File: config.mk
export PLATFORM = sky130hd
export DESIGN_NAME = shot_clock_ctrl
export DESIGN_NICKNAME = d
export VERILOG_FILES = /design/src/rtl/shot_clock_ctrl.sv
export SDC_FILE = /design/constraint.sdc
export NUM_CORES = 1
export LEC_CHECK = 0
export ABC_CLOCK_PERIOD_IN_PS = 2400
export CORE_UTILIZATION = 30
export DETAILED_ROUTE_END_ITERATION = 10
export PLACE_DENSITY_LB_ADDON = 0.05
export SLEW_MARGIN = 20
export SYNTH_ARGS = -nofsm -noshare
export SYNTH_HDL_FRONTEND = slang
export SYNTH_SLANG_ARGS = --single-unit
export TNS_END_PERCENT = 50
File: constraint.sdc
create_clock -name CP -period 2.4 [get_ports CP]
set_input_delay 0.48 -clock CP [delete_from_list [all_inputs] [get_ports CP]]
set_output_delay 0.48 -clock CP [all_outputs]
set_load 0.02 [all_outputs]
File: src/rtl/shot_clock_ctrl.sv
// Shot-clock sequencer: one-second prescaler, load/run/stop control, expiry buzzer timing.
// Latency: PE/CET/D1/D0 registered (one cycle after the pulse); no backpressure, inputs are one-cycle pulses.
module shot_clock_ctrl #(
  parameter int TICKS_PER_SEC = 1000,
  parameter int BUZZ_TICKS    = 2000
) (
  input  logic       CP,
  input  logic       CR,
  input  logic       start,
  input  logic       stop,
  input  logic       load24,
  input  logic       load14,
  input  logic [3:0] num1,
  input  logic [3:0] num0,
  output logic       PE,
  output logic       CEP,
  output logic       CET,
  output logic [3:0] D1,
  output logic [3:0] D0,
  output logic       buzzer,
  output logic       running
);

  localparam int PW = $clog2(TICKS_PER_SEC);
  localparam int BW = $clog2(BUZZ_TICKS + 1);
  localparam logic [PW-1:0] PMAX = PW'(TICKS_PER_SEC - 1);
  localparam logic [PW-1:0] PONE = PW'(1);
  localparam logic [BW-1:0] BMAX = BW'(BUZZ_TICKS - 1);
  localparam logic [BW-1:0] BONE = BW'(1);

  typedef enum logic [1:0] {ST_STOP, ST_RUN, ST_BUZZ} state_t;

  state_t        state, state_n;
  logic [PW-1:0] presc, presc_n;
  logic [BW-1:0] bcnt, bcnt_n;
  logic          zero, load, step;

  // Non-BCD digits are simply nonzero here, so they never trigger expiry.
  assign zero = (num1 == 4'd0) && (num0 == 4'd0);
  assign load = load24 | load14;

  always_comb begin
    state_n = state;
    presc_n = presc;
    bcnt_n  = '0;
    step    = 1'b0;
    case (state)
      ST_STOP: begin
        if (!load && start && !zero) state_n = ST_RUN;
      end
      ST_RUN: begin
        if (stop)               state_n = ST_STOP;
        else if (zero && !load) state_n = ST_BUZZ;
        if (presc == PMAX) begin
          presc_n = '0;
          step    = !zero && !load;
        end else begin
          presc_n = presc + PONE;
        end
      end
      ST_BUZZ: begin
        if (load || bcnt == BMAX) state_n = ST_STOP;
        else                      bcnt_n  = bcnt + BONE;
      end
      default: state_n = ST_STOP;
    endcase
    // Any reload restarts the partial second from zero.
    if (load) presc_n = '0;
  end

  always_ff @(posedge CP) begin
    if (CR) begin
      state <= ST_STOP;
      presc <= '0;
      bcnt  <= '0;
      PE    <= 1'b1;
      CET   <= 1'b0;
      D1    <= 4'd2;
      D0    <= 4'd4;
    end else begin
      state <= state_n;
      presc <= presc_n;
      bcnt  <= bcnt_n;
      PE    <= ~load;
      CET   <= step;
      if (load24) begin
        D1 <= 4'd2;
        D0 <= 4'd4;
      end else if (load14) begin
        D1 <= 4'd1;
        D0 <= 4'd4;
      end
    end
  end

  assign CEP     = (state == ST_RUN);
  assign running = (state == ST_RUN);
  assign buzzer  = (state == ST_BUZZ);

endmodule

==> results of run 1 <==
how the worst max path moves through the flow:
stage	slack (ps)	to	cells after the start	startpoint
CTS	220	CEP	3	state[0]$_SDFFE_PP0P_
detailed placement	310	bcnt[2]$_SDFF_PP0_	4	load14
finish	240	CEP	3	state[0]$_SDFFE_PP0P_
floorplan	900	state[1]$_SDFFE_PP0P_	5	bcnt[6]$_SDFF_PP0_
global placement	450	bcnt[8]$_SDFF_PP0_	4	load14
global route	90	CEP	3	state[0]$_SDFFE_PP0P_
kinds of logic (layout without fill, tap and decap cells):
logic type	after synthesis	after routing
flops	27	27
xor+xnor	17	17
buf+inv	15	29
compound gates	9	9
fa+ha+maj	2	2
simple gates	69	69
other cells	2	6
Yosys cell counts (all sizes together):
library cell  number  area [sq um]
dfxtp             27           541
nor2              24          90.1
nand2             12          45.0
xor2              10          87.6
buf                8          63.8
nand4              7          43.8
xnor2              7          61.3
inv                5          18.8
nand3              5          25.0
nor3               5          25.0
nor4               4          25.0
a21oi              3          15.0
and2               3          18.8
clkbuf             2          7.51
conb               2          7.51
ha                 2          25.0
nor4b              2          17.5
o21ai              2          10.0
and3               1          6.26
and4               1          8.76
and4b              1          10.0
nand2b             1          6.26
nor2b              1          6.26
o211ai             1          12.5
o21a               1          7.51
o21bai             1          7.51
o31ai              1          12.5
or3                1          6.26
or4b               1          10.0
metrics by stage:
| stage | instance area [sq um] | power, W |
|---|---|---|
| 2_1_floorplan | 1240 | 0.000494 |
| 3_3_place_gp | 1430 | 0.000521 |
| 3_5_place_dp | 1430 | 0.000521 |
| 4_1_cts | 1470 | 0.000786 |
| 5_1_grt | 1470 | 0.000808 |
| 6_report | 1470 | 0.000768 |
state kept, by name, indices dropped and copies added (netlist names):
| signal | cells |
|---|---|
| CET | 1 |
| D1 | 2 |
| state | 2 |
| PE | 1 |
| presc | 10 |
| bcnt | 11 |
placed cells by master (no fill, tap or decap):
cell type         n
inv_1             5
o211ai_2          1
a21oi_1           3
or4b_1            1
nor2_1           24
o21ai_0           1
xnor2_1           7
conb_1            6
nor2b_1           1
and3_1            1
nor3_1            5
clkdlybuf4s50_1  20
o21ai_1           1
clkinv_2          1
nor4_1            4
nand3_1           5
clkbuf_8          3
nor4b_1           2
and4b_1           1
nand2_1          12
and2_1            3
and4_1            1
nand4_1           7
dfxtp_1          27
or3_1             1
o21a_1            1
o31ai_2           1
xor2_1           10
nand2b_1          1
o21bai_1          1
ha_1              2
where the power goes:
part | switching (W) | internal [W] | leakage, nW | total [W]
Clock | 0.000142 | 0.000116 | 0.0255 | 0.000258
Sequential | 0.00000198 | 0.000451 | 0.218 | 0.000453
Combinational | 0.0000281 | 0.0000291 | 0.260 | 0.0000573
metal layers:
metal  up-vias  part of all wire  global-route usage  wire, um
li1        496                 -                   -         -
met4         0             0.014              0.0571        34
met1       451              0.48               0.154      1140
met5         -                 0                   0         0
met2        19              0.47               0.216      1110
met3         4             0.032              0.0241        76
worst max-delay path, stage by stage (launching register included):
cell             delay (ps)
dfxtp_1                 420
nand2b_1                150
inv_1                   200
clkdlybuf4s50_1         640
area by class of cell:
type	instances	area, sq um	share of cell area
clock buffers	3	41.3	0.0281
inverters	5	18.8	0.0128
clock inverters	1	5.00	0.00340
repair buffers	20	200	0.136
multi-input cells	103	606	0.412
flip-flops and latches	27	541	0.367
well taps	48	60.1	0.0408
==> qor.yml, run 1 <==
r2r_start: "bcnt[6]$_SDFF_PP0_"
root_buffer: "clkbuf_8"
maxCapViolations: 0
synth-xor-area-share: 0.122
place_congestion: 0.718
synthSimpleGateAreaFrac: 0.282
overflow: 0
cp.arrival_ps: 1680
ys_ff_latch: 27
min_to: "bcnt[0]$_SDFF_PP0_"
status: "finished, final reports clean"
cts_tree: "done"
fin_crit_sh: 0.899
leakage_nw: 0.504
drt_wl_total_um: 2360
clock_path_buffers: 2
ioPinCount: 27
grt_pass1_wl_um: 4170
syn_avg_cell_area_sq_um: 8.66
dr.pass1.iters: 4
fin_crit_ps: 2160
die_y_um: 65.8
finalClockSkew_ps: 3.18
max_slew_margin: 0.631
insertion_delay_ps: 270
area.growth.synth_to_final_pct: 20.5
ys_seq_area_frac: 0.443
drcViolationCount: 0
start_util: 0.324
dp.cells: 203
die-area_sq_um: 4330
vdd.ir_drop.worst_v: 0.000181
grt_pass1_vias: 968
critPathMaxFanout: 6
maxSlewViolCount: 0
min_from: "bcnt[0]$_SDFF_PP0_"
syn_area_sq_um: 1220
synth_top_family_by_area: "simple AND/OR/NAND/NOR gates"
grt_max_degree: 16
r2r_cells: 4
setup_tns_ps: 0
ant_nets: 0
cts_resized: 0
vias_per_cell: 4.69
drive_gt1_frac: 0.0377
max_freq_mhz: 464
routedWlPerCell_um: 11.4
synth_compound_area_frac: 0.0533
end_kind: "output port"
min_path_cells: 1
nNetsFinal: 176
antenna_found_initial: 0
fin_hold_ws_ps: 461
rsz0062_at_grt: "no"
ys_types: 31
row_count: 22
layout_setup_ws_ps: 243
numCtsBuffers: 3
regToRegSetupSlack_ps: 580
synth_mux_area_frac: 0
yosysWarnings: 0
dr_total_vias: 970
critPathRequiredTime_ps: 1920
clk_pin_slew_ps: 90
r2r_end: "state[1]$_SDFFE_PP0P_"
n_antenna_cell: 0
setup_violations: 0
fillers: 383
fp.coreArea_sq_um: 3770
clock_sinks: 27
final_cells: 207
grt_util_all_layers: 0.127
crit_type: "register to output port"
die_x_um: 65.8
cts_max_level: 1
p_per_area_nw_per_um2: 522
final_util: 0.390
post-dp-hpwl_um: 1800
hold_violations: 0
synth_adder_area_share: 0.0205
hold_class: "register to register"
hold_buffers: 0
worst_slew_pin_slew_ps: 551
port_buffers: 20
post-cts-setup-buffers: 0
pre_cts_slack_ps: 314
drt_iter0_drc: 21
synthCells: 141
cp-start-kind: "register"
Power figures use the tool's default switching activity.
==> run 2: changes to the inputs <==
- ABC_AREA: default -> 1
==> run 2 against run 1 <==
Against the previous run: worst setup slack better by 150 ps; flip-flop and latch count unchanged; synthesized area up 13%; die area up 13%; critical path depth unchanged; worst hold slack better by 17 ps; non-clock buffer count unchanged; clock skew up 2.9 ps; wire length up 12%; power up 12%; critical path type unchanged; largest cell class unchanged.
==> qor.yml, run 2 <==
status: "finished, final reports clean"  # unchanged
fin_crit_sh: 0.835  # was 0.899
fin_crit_ps: 2000  # was 2160 ps
grt_pass1_vias: 1089  # was 968
clock_sinks: 27  # unchanged
dr_total_vias: 1163  # was 970
area.growth.synth_to_final_pct: 19.2  # was 20.5%
drcViolationCount: 0  # unchanged
fillers: 459  # was 383
synth_compound_area_frac: 0.0516  # was 0.0533
largestRegisters: "bcnt: 11 flops, presc: 10 flops"  # unchanged
drt_iter0_drc: 51  # was 21
grt_max_degree: 15  # was 16
regMostFlops: "bcnt"  # unchanged
rsz0062_at_grt: "no"  # unchanged
vdd.ir_drop.worst_v: 0.000262  # was 0.000181 V
syn_area_sq_um: 1380  # was 1220 sq um
port_buffers: 20  # unchanged
top_layer: "met4"  # unchanged
numCtsBuffers: 3  # unchanged
worst_slew_pin_slew_ps: 506  # was 551 ps
vias_per_cell: 4.39  # was 4.69
m1WireLength_um: 1340  # was 1140 um
maxCapViolations: 0  # unchanged
row_count: 24  # was 22
place_congestion: 0.784  # was 0.718
die_y_um: 69.9  # was 65.8 um
end_kind: "output port"  # unchanged
synth_top_family_by_area: "simple AND/OR/NAND/NOR gates"  # unchanged
synthTopCellsByArea: "dfxtp_1, nand2_1, nor2_1"  # was dfxtp_1, nor2_1, xor2_1
synth_mux_area_frac: 0  # unchanged
clock_path_buffers: 2  # unchanged
synth_top_area_cell: "dfxtp_1"  # unchanged
synth_adder_area_share: 0.0181  # was 0.0205
grt_util_all_layers: 0.117  # was 0.127
antenna_found_initial: 0  # unchanged
synth_ff_type: "dfxtp_1"  # unchanged
cp.arrival_ps: 1520  # was 1680 ps
largest_reg_flops: 11  # unchanged
hold_buffers: 0  # unchanged
clk_pin_slew_ps: 90  # about the same
synthCells: 193  # was 141
maxSlewViolCount: 0  # unchanged
max_slew_margin: 0.662  # was 0.631
cts_resized: 0  # unchanged
grt_pass1_wl_um: 4680  # was 4170 um
routedWlPerCell_um: 10.0  # was 11.4 um
synth-xor-area-share: 0.0253  # was 0.122
met2_length_um: 1220  # was 1110 um
post-dp-hpwl_um: 2070  # was 1800 um
critPathMaxFanout: 6  # unchanged
start_util: 0.315  # was 0.324
critPathRequiredTime_ps: 1920  # about the same
cts_max_level: 1  # unchanged
final_cells: 265  # was 207
synth-async-reset-ratio: 0  # unchanged
dr.pass1.iters: 4  # unchanged
leakage_nw: 0.618  # was 0.504 nW
post-cts-setup-buffers: 0  # unchanged
yosysWarnings: 0  # unchanged
hold_class: "register to register"  # unchanged
setup_tns_ps: 0  # unchanged
nNetsFinal: 230  # was 176
mostFrequentLayoutCells: "nand2_1, nor2_1, dfxtp_1, inv_1, clkdlybuf4s50_1"  # was dfxtp_1, nor2_1, clkdlybuf4s50_1, nand2_1, xor2_1
hold_violations: 0  # unchanged
ys_seq_area_frac: 0.391  # was 0.443
n_antenna_cell: 0  # unchanged
root_buffer: "clkbuf_8"  # unchanged
ys_types: 27  # was 31
synthSimpleGateAreaFrac: 0.396  # was 0.282
ys_ff_latch: 27  # unchanged
insertion_delay_ps: 270  # about the same
die_x_um: 69.9  # was 65.8 um
synth_top_area_share: 0.391  # was 0.443
die-area_sq_um: 4880  # was 4330 sq um
p_per_area_nw_per_um2: 524  # was 522 nW/um^2
overflow: 0  # unchanged
fp.coreArea_sq_um: 4380  # was 3770 sq um
ioPinCount: 27  # unchanged
setup_violations: 0  # unchanged
synth-edff-count: 0  # unchanged
drive_gt1_frac: 0.108  # was 0.0377
syn_avg_cell_area_sq_um: 7.16  # was 8.66 sq um
synth_common_cells: "nand2_1, nor2_1, dfxtp_1"  # was dfxtp_1, nor2_1, nand2_1
ant_nets: 0  # unchanged
drt_wl_total_um: 2660  # was 2360 um
dp.cells: 261  # was 203
crit_type: "register to output port"  # unchanged
finalClockSkew_ps: 6.09  # was 3.18 ps
cp-start-kind: "register"  # unchanged
cts_tree: "done"  # unchanged
wl_met3_um: 82  # was 76 um
max_freq_mhz: 499  # was 464 MHz
## run 2: cell type report
class	count	area [sq um]	area share
Inverter	25	95.1	0.0577
Sequential cell	27	541	0.328
Tap cell	52	65.1	0.0395
Timing Repair Buffer	20	200	0.121
Clock buffer	4	45.0	0.0273
Multi-Input combinational cell	137	702	0.426
## run 2: path summary, 6_finish.rpt
kind / slack [ps] / depth (start not counted) / startpoint / endpoint
worst min register to register: 480 / 2 / D1[1]$_SDFFE_PP1P_ / D1[1]$_SDFFE_PP1P_
worst max register to register: 790 / 6 / bcnt[0]$_SDFF_PP0_ / bcnt[4]$_SDFF_PP0_
worst min-delay path: 480 / 2 / D1[1]$_SDFFE_PP1P_ / D1[1]$_SDFFE_PP1P_
worst max-delay path: 400 / 3 / state[0]$_SDFFE_PP0P_ / CEP
## run 2: kinds of logic after synthesis
| logic type | after synthesis |
|---|---|
| simple gates | 112 |
| buf+inv | 33 |
| flops | 27 |
| compound gates | 13 |
| xor+xnor | 4 |
| fa+ha+maj | 2 |
| other cells | 2 |
## run 2: critical path, stage by stage (launching register included)
cell and delay (ps):
dfxtp_1 420, nand2_2 120, clkinv_2 110, clkdlybuf4s50_1 610
## run 2: routing by layer
| metal | GRT usage | vias up |
|---|---|---|
| met2 | 0.194 | 15 |
| met5 | 0 | - |
| met4 | 0.0267 | 0 |
| li1 | - | 629 |
| met3 | 0.0303 | 2 |
| met1 | 0.151 | 517 |
## run 2: power by group
part	total [W]	internal, W	switching, W	leakage, nW
clock	0.000255	0.000119	0.000136	0.0228
sequential	0.000468	0.000458	0.00000952	0.219
combinational	0.000141	0.0000603	0.0000805	0.376
total	0.000864	0.000637	0.000226	0.618
## run 2: stage by stage
step | worst slack, ps | hold slack (ps) | area, sq um | util | total power, W
4_1_cts | 370 | 487 | 1650 | 0.376 | 0.000880
2_1_floorplan | 1100 | 437 | 1400 | - | 0.000572
3_5_place_dp | 276 | 463 | 1600 | 0.366 | 0.000619
3_3_place_gp | 361 | 451 | 1600 | 0.366 | 0.000619
5_1_grt | 311 | 500 | 1650 | 0.376 | 0.000917
6_report | 396 | 478 | 1650 | 0.376 | 0.000864
==> run 3: changes to the inputs <==
- ABC_CLOCK_PERIOD_IN_PS: 2400 -> 1700
- clock period: 2.4 -> 1.7 ns (I/O delays scaled with it)
==> run 3 against run 2 <==
Against the previous run: power up 43%; cell count is 2.3% higher; worst hold slack got worse by 15 ps; critical endpoint is now D1[0]; design area is 2.6% higher; clock skew shrank 1.5 ps; register-to-register slack lost 490 ps; first-iteration DRC count down 37%; non-clock buffer count increased by 6; via count rose by 4.3%; core utilization increased by 0.97 points; critical path type unchanged; global-route usage rose by 0.23 points.
==> qor.yml, run 3 (same netlist as run 2, synthesis figures left out) <==
status: "finished, final reports clean"  # unchanged
maxSlewViolCount: 0  # unchanged
port_buffers: 20  # unchanged
hold_violations: 0  # unchanged
antenna_found_initial: 0  # unchanged
slowest_delay_ps: 620  # was 610 ps
post-dp-hpwl_um: 2160  # was 2070 um
regToRegSetupSlack_ps: 300  # was 790 ps
rsz0062_at_grt: "no"  # unchanged
area.growth.synth_to_final_pct: 22.3  # was 19.2%
crit_type: "register to output port"  # unchanged
insertion_delay_ps: 270  # about the same
drive_gt1_frac: 0.137  # was 0.108
dr.pass1.iters: 4  # unchanged
finalClockSkew_ps: 4.61  # was 6.09 ps
fin_area_sq_um: 1690  # was 1650 sq um
fillers: 468  # was 459
drt_iter0_drc: 32  # was 51
crit_cells: 1  # was 3
grt_pass1_vias: 1143  # was 1089
hold_class: "register to register"  # unchanged
setup_violations: 0  # unchanged
place_area_sq_um: 1650  # was 1600 sq um
maxCapViolations: 0  # unchanged
overflow: 0  # unchanged
multi_input_area_sq_um: 702  # unchanged
r2r_start: "presc[1]$_SDFFE_PP0N_"  # was bcnt[0]$_SDFF_PP0_
die_y_um: 69.9  # unchanged
numCtsBuffers: 3  # unchanged
drt_wl_total_um: 2690  # was 2660 um
setup_tns_ps: 0  # unchanged
fin_hold_ws_ps: 462  # was 478 ps
vias_per_cell: 4.48  # was 4.39
largest_reg_flops: 11  # unchanged
die-area_sq_um: 4880  # unchanged
nNetsFinal: 236  # was 230
cts_max_level: 1  # unchanged
die_x_um: 69.9  # unchanged
vdd.ir_drop.worst_v: 0.000275  # was 0.000262 V
cts_tree: "done"  # unchanged
place_congestion: 0.827  # was 0.784
cp-endpoint: "D1[0]"  # was CEP
r2r_end: "presc[8]$_SDFFE_PP0N_"  # was bcnt[4]$_SDFF_PP0_
ioPinCount: 27  # unchanged
fin_crit_ps: 1570
fp.coreArea_sq_um: 4380  # unchanged
leakage_nw: 0.662  # was 0.618 nW
row_count: 24  # unchanged
n_antenna_cell: 0  # unchanged
routedWlPerCell_um: 9.93  # was 10.0 um
critPathMaxFanout: 2  # was 6
end_kind: "output port"  # unchanged
root_buffer: "clkbuf_8"  # unchanged
cpMaxStageDelayCell: "clkdlybuf4s50_1"  # unchanged
register_area_sq_um: 541  # unchanged
cp-startpoint: "D1[0]$_SDFFE_PP0P_"  # was state[0]$_SDFFE_PP0P_
drcViolationCount: 0  # unchanged
clock_path_buffers: 2  # unchanged
dr_total_vias: 1213  # was 1163
fin_crit_sh: 0.922
final_util: 0.386  # was 0.376
cp-start-kind: "register"  # unchanged
grt_pass1_wl_um: 4770  # was 4680 um
grt_util_all_layers: 0.119  # was 0.117
p_per_area_nw_per_um2: 729  # was 524 nW/um^2
clk_pin_slew_ps: 100  # was 90 ps
critPathRequiredTime_ps: 1360  # was 1920 ps
r2r_cells: 10  # was 6
cp.arrival_ps: 1230  # was 1520 ps
grt_max_degree: 16  # was 15
clock_sinks: 27  # unchanged
path_buf_inv: 1  # was 2
max_freq_mhz: 638
hold_buffers: 0  # unchanged
regMostFlops: "bcnt"  # unchanged
mostFrequentLayoutCells: "nand2_1, nor2_1, dfxtp_1, inv_1, clkdlybuf4s50_1"  # unchanged
largestRegisters: "bcnt: 11 flops, presc: 10 flops"  # unchanged
start_util: 0.315  # unchanged
crit_chain: "clkdlybuf4s50_1"  # was nand2_2, clkinv_2, clkdlybuf4s50_1
ant_nets: 0  # unchanged
post-cts-setup-buffers: 0  # unchanged
critPathTopFamily: "buffers and inverters"  # unchanged
[run 3: stage by stage]
step                      cells  worst slack, ps  total power [W]
after floorplan             197              426         0.000807
after global placement      267            -8.28         0.000885
after detailed placement    267            -19.1         0.000887
after CTS                   271              121          0.00125
after global routing        271             66.2          0.00129
final                       271              133          0.00123
[run 3: layer usage]
metal	share of wire	vias to the layer above	global-route usage
met2	0.49	18	0.209
met1	0.47	550	0.146
li1	-	643	-
met3	0.035	2	0.0245
met5	0	-	0
met4	0.0063	0	0.0333
[run 3: what timing repair did]
action / CTS / global route
hold endpoints to repair: 0 / 0
gates resized for setup: 3 / 0
endpoints found under the setup margin: 3 / 0
[run 3: how the worst min path moves through the flow]
stage,startpoint,to,slack (ps),cells after the start
6_report,D1[1]$_SDFFE_PP1P_,D1[1]$_SDFFE_PP1P_,460,2
3_3_place_gp,D1[1]$_SDFFE_PP1P_,D1[1]$_SDFFE_PP1P_,460,2
3_5_place_dp,D1[1]$_SDFFE_PP1P_,D1[1]$_SDFFE_PP1P_,450,2
2_1_floorplan,presc[8]$_SDFFE_PP0N_,presc[8]$_SDFFE_PP0N_,440,2
5_1_grt,D1[1]$_SDFFE_PP1P_,D1[1]$_SDFFE_PP1P_,490,2
4_1_cts,D1[1]$_SDFFE_PP1P_,D1[1]$_SDFFE_PP1P_,470,2
[run 3: final cells by class]
cell class,count,area share
Tap cell,52,0.0385
Inverter,25,0.0563
Clock inverter,1,0.00296
Clock buffer,3,0.0244
Sequential cell,27,0.320
Timing Repair Buffer,26,0.143
Multi-Input combinational cell,137,0.415
[run 3: power by group]
part / total [W] / switching (W) / internal [W]
registers: 0.000660 / 0.0000128 / 0.000647
logic: 0.000202 / 0.000116 / 0.0000858
clock network: 0.000371 / 0.000206 / 0.000164
